[src/rtl/mcu_boot_ctrl_if.sv]
// mcu_boot_ctrl_if: host download link, a valid/ready byte stream with start and last markers
interface mcu_boot_ctrl_if;
  logic       dl_start;
  logic       dl_valid;
  logic [7:0] dl_data;
  logic       dl_last;
  logic       dl_ready;
  modport master (output dl_start, dl_valid, dl_data, dl_last, input dl_ready);
  modport slave (input dl_start, dl_valid, dl_data, dl_last, output dl_ready);
endinterface

[src/rtl/mcu_boot_ctrl.sv]
// mcu_boot_ctrl: loads a program image into ROM, holds the MCU in reset, then hands the ROM port to fetch
module mcu_boot_ctrl #(
  parameter int ROM_AW   = 11,
  parameter int HOLD_CYC = 16
) (
  input  logic              clk,
  input  logic              reset,
  mcu_boot_ctrl_if.slave    dl,
  input  logic [ROM_AW-1:0] cpu_addr,
  output logic [7:0]        cpu_data,
  output logic [ROM_AW-1:0] rom_addr,
  output logic [7:0]        rom_wdata,
  output logic              rom_we,
  input  logic [7:0]        rom_rdata,
  output logic              mcu_reset,
  output logic              busy,
  output logic              done,
  output logic [7:0]        checksum,
  output logic [ROM_AW:0]   byte_cnt
);
  typedef enum logic [1:0] {IDLE, LOAD, HOLD, RUN} state_t;
  localparam logic [7:0] HOLD_INIT = 8'(HOLD_CYC - 1);
  state_t            state_q, state_d;
  logic [ROM_AW:0]   cnt_q, cnt_d;
  logic [7:0]        sum_q, sum_d, hold_q, hold_d, wdata_q, wdata_d;
  logic [ROM_AW-1:0] waddr_q, waddr_d;
  logic              we_q, we_d, mrst_q, mrst_d, busy_q, busy_d, done_q, done_d;
  logic              acc, fin;
  assign dl.dl_ready = state_q == LOAD;
  assign rom_addr    = state_q == RUN ? cpu_addr : waddr_q;
  assign cpu_data    = state_q == RUN ? rom_rdata : 8'h00;
  assign rom_wdata   = wdata_q;
  assign rom_we      = we_q;
  assign mcu_reset   = mrst_q;
  assign busy        = busy_q;
  assign done        = done_q;
  assign checksum    = sum_q;
  assign byte_cnt    = cnt_q;
  always_comb begin
    acc     = dl.dl_valid & (state_q == LOAD);
    // the byte count doubles as write pointer; all-ones low bits means this accept fills the ROM
    fin     = acc & (dl.dl_last | (&cnt_q[ROM_AW-1:0]));
    state_d = state_q;
    cnt_d   = cnt_q;
    sum_d   = sum_q;
    hold_d  = hold_q;
    we_d    = acc & ~dl.dl_start;
    waddr_d = we_d ? cnt_q[ROM_AW-1:0] : waddr_q;
    wdata_d = we_d ? dl.dl_data : wdata_q;
    if (dl.dl_start) begin
      state_d = LOAD;
      cnt_d   = '0;
      sum_d   = '0;
    end else if (acc) begin
      cnt_d   = cnt_q + 1'b1;
      sum_d   = sum_q + dl.dl_data;
      state_d = fin ? HOLD : LOAD;
      hold_d  = fin ? HOLD_INIT : hold_q;
    end else if (state_q == HOLD) begin
      state_d = hold_q == 8'd0 ? RUN : HOLD;
      hold_d  = hold_q == 8'd0 ? hold_q : hold_q - 8'd1;
    end
    mrst_d = state_d != RUN;
    busy_d = state_d == LOAD || state_d == HOLD;
    done_d = state_d == RUN;
  end
  always_ff @(posedge clk) begin
    if (reset) begin
      state_q <= IDLE;
      cnt_q   <= '0;
      sum_q   <= '0;
      hold_q  <= '0;
      we_q    <= 1'b0;
      waddr_q <= '0;
      wdata_q <= '0;
      mrst_q  <= 1'b1;
      busy_q  <= 1'b0;
      done_q  <= 1'b0;
    end else begin
      state_q <= state_d;
      cnt_q   <= cnt_d;
      sum_q   <= sum_d;
      hold_q  <= hold_d;
      we_q    <= we_d;
      waddr_q <= waddr_d;
      wdata_q <= wdata_d;
      mrst_q  <= mrst_d;
      busy_q  <= busy_d;
      done_q  <= done_d;
    end
  end
endmodule

[src/flat_wrapper.sv]
// flat-port wrapper written by rule: the top's interface ports become plain ports
module mcu_boot_ctrl_flat 
#(
  parameter int ROM_AW   = 11,
  parameter int HOLD_CYC = 16
)
  (clk, reset, cpu_addr, cpu_data, rom_addr, rom_wdata, rom_we, rom_rdata, mcu_reset, busy, done, checksum, byte_cnt, dl_dl_start, dl_dl_valid, dl_dl_data, dl_dl_last, dl_dl_ready);
  mcu_boot_ctrl_if dl_i ();
  input  logic clk;
  input  logic reset;
  input  logic [ROM_AW-1:0] cpu_addr;
  output logic [7:0] cpu_data;
  output logic [ROM_AW-1:0] rom_addr;
  output logic [7:0] rom_wdata;
  output logic rom_we;
  input  logic [7:0] rom_rdata;
  output logic mcu_reset;
  output logic busy;
  output logic done;
  output logic [7:0] checksum;
  output logic [ROM_AW:0] byte_cnt;
  input wire logic [$bits(dl_i.dl_start)-1:0] dl_dl_start;
  input wire logic [$bits(dl_i.dl_valid)-1:0] dl_dl_valid;
  input wire logic [$bits(dl_i.dl_data)-1:0] dl_dl_data;
  input wire logic [$bits(dl_i.dl_last)-1:0] dl_dl_last;
  output wire logic [$bits(dl_i.dl_ready)-1:0] dl_dl_ready;
  assign dl_i.dl_start = dl_dl_start;
  assign dl_i.dl_valid = dl_dl_valid;
  assign dl_i.dl_data = dl_dl_data;
  assign dl_i.dl_last = dl_dl_last;
  assign dl_dl_ready = dl_i.dl_ready;
  mcu_boot_ctrl #(.ROM_AW(ROM_AW), .HOLD_CYC(HOLD_CYC)) u_core (.clk(clk), .reset(reset), .dl(dl_i), .cpu_addr(cpu_addr), .cpu_data(cpu_data), .rom_addr(rom_addr), .rom_wdata(rom_wdata), .rom_we(rom_we), .rom_rdata(rom_rdata), .mcu_reset(mcu_reset), .busy(busy), .done(done), .checksum(checksum), .byte_cnt(byte_cnt));
endmodule
[config.mk]
export PLATFORM = sky130hd
export DESIGN_NAME = mcu_boot_ctrl_flat
export DESIGN_NICKNAME = d
export VERILOG_FILES = /design/src/rtl/mcu_boot_ctrl_if.sv /design/src/rtl/mcu_boot_ctrl.sv /design/src/flat_wrapper.sv
export SDC_FILE = /design/constraint.sdc
export NUM_CORES = 1
export LEC_CHECK = 0
export ABC_AREA = 1
export BUFFER_PORTS_ARGS = -buffer_cell sky130_fd_sc_hd__buf_4
export CORE_ASPECT_RATIO = 1.2
export CORE_MARGIN = 1
export CORE_UTILIZATION = 50
export CTS_BUF_LIST = sky130_fd_sc_hd__clkbuf_4
export DETAILED_ROUTE_END_ITERATION = 16
export PLACE_DENSITY_LB_ADDON = 0.12
export RECOVER_POWER = 25
export REMOVE_ABC_BUFFERS = 1
export SLEW_MARGIN = 30
export SYNTH_ARGS = -nofsm -noshare
export SYNTH_HDL_FRONTEND = slang
export SYNTH_SLANG_ARGS = --single-unit
[constraint.sdc]
create_clock -name clk -period 3 [get_ports clk]
set_input_delay 0.3 -clock clk [delete_from_list [all_inputs] [get_ports clk]]
set_output_delay 0.3 -clock clk [all_outputs]
set_load 0.02 [all_outputs]
==> impl_metrics.json <==
{
  "finalPower_mw": 1.317,
  "ys_seq_area_share_pct": 38.69,
  "die_h_um": 83.13,
  "synth_cell_types": 30,
  "htree_levels": 2,
  "synth_adder_area_share_pct": 6.204,
  "worstSetupPathType": "reg2reg",
  "coreArea_um2": 5298,
  "grt-ovfl-total": 0,
  "area_delta_synth_final_pct": 22.31,
  "hpwl_mm": 4.760,
  "antenna_found_initial": 0,
  "relSlewSlack_pct": 49.22,
  "rrSetupSlack_ps": 730,
  "yosys_register_bits": 53,
  "drc": 0,
  "clockBufferDepth": 2,
  "final_cells": 528,
  "drt-wirelength-per-cell_um": 12.04,
  "io_buffers": 83,
  "rsz0062_at_grt": "false",
  "rows": 29,
  "fmax_mhz": 441.1,
  "p_leak_nw": 1.597,
  "cp_top_family": "simple AND/OR/NAND/NOR gates",
  "postCtsSetupBuffers": 0,
  "gp_congestion": 0.8819,
  "fin_area_um2": 3354,
  "synth_xor_area_share_pct": 1.277,
  "wl_mm": 6.359,
  "grt_pass1_vias": 2441,
  "num_antenna_cells": 0,
  "dp_cells": 520,
  "grt_util_all_layers_pct": 22.27,
  "synth-compound-area-share_pct": 14.05,
  "worstSetupStartpointType": "flop",
  "worst_slack_ps": 733.1,
  "io_pins": 84,
  "peakVddDrop_v": 0.0002717,
  "swShare_pct": 30.04,
  "sequentialPowerShare_pct": 56.6,
  "post_cts_resize_count": 0,
  "hp-class": "in2reg",
  "hold_slack_ps": 126.0,
  "max_stage_delay_ps": 560,
  "p_comb_share_pct": 19.1,
  "holdBufCountCts": 0,
  "grt_max_degree": 27,
  "synth.avg_cell_area_um2": 7.124,
  "setup_viol": 0,
  "dieArea_um2": 5787,
  "viasPerCell": 5.023,
  "clockRootBuffer": "clkbuf_4",
  "arrival_ps": 2560,
  "clock_sinks": 53,
  "max_slew.worst_pin.slew_ps": 759.9,
  "dpl_cell_area_um2": 3396,
  "pre_cts_slack_ps": 1073,
  "synth_cells": 385,
  "synth.area.mux_share_pct": 4.516,
  "path_cells": "nor2_4, nand2_1, clkinv_2, nor2_1, nor2_1, ha_1, inv_1, nor2_1",
  "switchingPower_mw": 0.3955,
  "finalNetCount": 510,
  "via_count": 2652,
  "cts_tree": "built",
  "final_util_pct": 63.32,
  "fin_crit_ps": 2267,
  "synth_top_family_by_area": "simple AND/OR/NAND/NOR gates",
  "cts_buffers": 5,
  "fin_skew_ps": 10.41,
  "drtAntennaViolNets": 0,
  "min_period_over_period_pct": 75.56,
  "fp.dieW_um": 69.61,
  "clk_pin_slew_ps": 160,
  "syn_area_um2": 2743,
  "cp.required_ps": 3290,
  "yosys_warnings": 0,
  "endpoint_kind": "flop",
  "slew_violations": 0,
  "crit_fanout": 20,
  "synthSimpleGateAreaFrac_pct": 25.59,
  "clk_latency_ps": 370,
  "crit_buf_inv": 2,
  "status": "complete, no violations",
  "clockPowerShare_pct": 24.3,
  "cap_violations": 0,
  "finalHoldViolations": 0,
  "cellPowerDensity_nw_per_um2": 392.5,
  "drtPass1Iterations": 4,
  "fin_setup_tns_ps": 0,
  "critPathSlowestCell": "nand2_1",
  "initial_core_util_pct": 51.77,
  "final_layout_size_suffix_gt1_share_pct": 19.31,
  "first_iter_violations": 133,
  "grt_first_pass_wirelength_mm": 10.69,
  "crit_top_cell": "nor2_1",
  "p_int_mw": 0.9212
}
[layer usage]
metal  share of wire (%)  wire, um  global-route usage, %
met1                  45      2889                  27.54
met5                   0         0                      0
met2                  50      3193                  40.07
met4                0.79        50                  5.091
met3                 3.5       225                  3.883
[path summary, 6_finish.rpt]
| kind | to | cells after the start | startpoint |
|---|---|---|---|
| min | u_core.busy$_SDFF_PP0_ | 2 | reset |
| max reg2reg | u_core.busy$_SDFF_PP0_ | 8 | u_core.state_q[1]$_SDFF_PP0_ |
| min reg2reg | u_core.byte_cnt[11]$_SDFFE_PP0P_ | 2 | u_core.byte_cnt[11]$_SDFFE_PP0P_ |
| max | u_core.busy$_SDFF_PP0_ | 8 | u_core.state_q[1]$_SDFF_PP0_ |
[synthesized netlist by cell type]
cell type	instances	area (um2)
ha_1	12	150.1
nor2_2	2	12.51
buf_6	2	22.52
nor3_1	5	25.02
inv_1	50	187.7
nor2_4	3	33.78
o21ai_0	36	180.2
fa_1	1	20.02
nand3_1	17	85.08
a21oi_1	30	150.1
o21bai_1	2	15.01
xor2_1	3	26.28
o21ai_1	2	10.01
o21a_1	3	22.52
clkbuf_1	6	22.52
mux2_2	11	123.9
or2_2	1	6.260
clkinv_1	1	3.750
dfxtp_1	53	1061
nor2_1	65	244.0
a211oi_1	1	7.510
buf_2	4	20.02
nand2_1	63	236.5
xnor2_1	1	8.760
nand4_1	3	18.77
nand3b_1	2	15.01
nand2_2	3	18.77
or2_0	1	6.260
inv_2	1	3.750
clkinv_2	1	5.000
[state kept, by name (all words and copies together) (netlist names)]
register and flops:
u_core.rom_we 1, u_core.state_q 2, u_core.waddr_q 11, u_core.busy 1, u_core.rom_wdata 8, u_core.checksum 8, u_core.hold_q 8, u_core.mcu_reset 1
u_core.byte_cnt 12, u_core.done 1
[power by group through the flow]
stage,Clock [mW],Combinational [mW],Sequential (mW)
after global placement,0,0.254,0.760
after global routing,0.357,0.282,0.749
after CTS,0.322,0.263,0.745
after floorplan,0,0.149,0.770
final,0.319,0.252,0.745
after detailed placement,0,0.262,0.760
[cells in the final DEF (no fill, tap or decap)]
cell type / netlist / routed
a211oi_1: 1 / 1
a21oi_1: 30 / 30
buf_4: 0 / 60
clkbuf_1: 6 / 25
clkbuf_4: 0 / 5
clkinv_1: 1 / 1
clkinv_2: 1 / 3
clkinvlp_4: 0 / 1
dfxtp_1: 53 / 53
fa_1: 1 / 1
ha_1: 12 / 12
inv_1: 50 / 50
inv_2: 1 / 1
mux2_2: 11 / 11
nand2_1: 63 / 64
nand2_2: 3 / 2
nand3_1: 17 / 17
nand3b_1: 2 / 2
nand4_1: 3 / 3
nor2_1: 65 / 64
nor2_2: 2 / 3
nor2_4: 3 / 3
nor3_1: 5 / 5
o21a_1: 3 / 3
o21ai_0: 36 / 36
o21ai_1: 2 / 2
o21bai_1: 2 / 2
or2_0: 1 / 1
or2_2: 1 / 1
xnor2_1: 1 / 1
xor2_1: 3 / 3
[final cells by class]
type	count	area, um2
clock buffer	5	37.54
clock inverter	3	17.52
fill	519	1943
inverter	53	200.2
multi-input combinational	267	1416
sequential	53	1061
tap	62	77.57
timing repair buffer	85	544.3
[cell families (layout without fill, tap and decap cells)]
logic type / count (synthesis) / after routing
simple gates: 165 / 165
compound gates: 74 / 74
buf+inv: 65 / 146
flops: 53 / 53
fa+ha+maj: 13 / 13
mux: 11 / 11
xor+xnor: 4 / 4
Note: power is estimated with default switching activity, not from simulation.
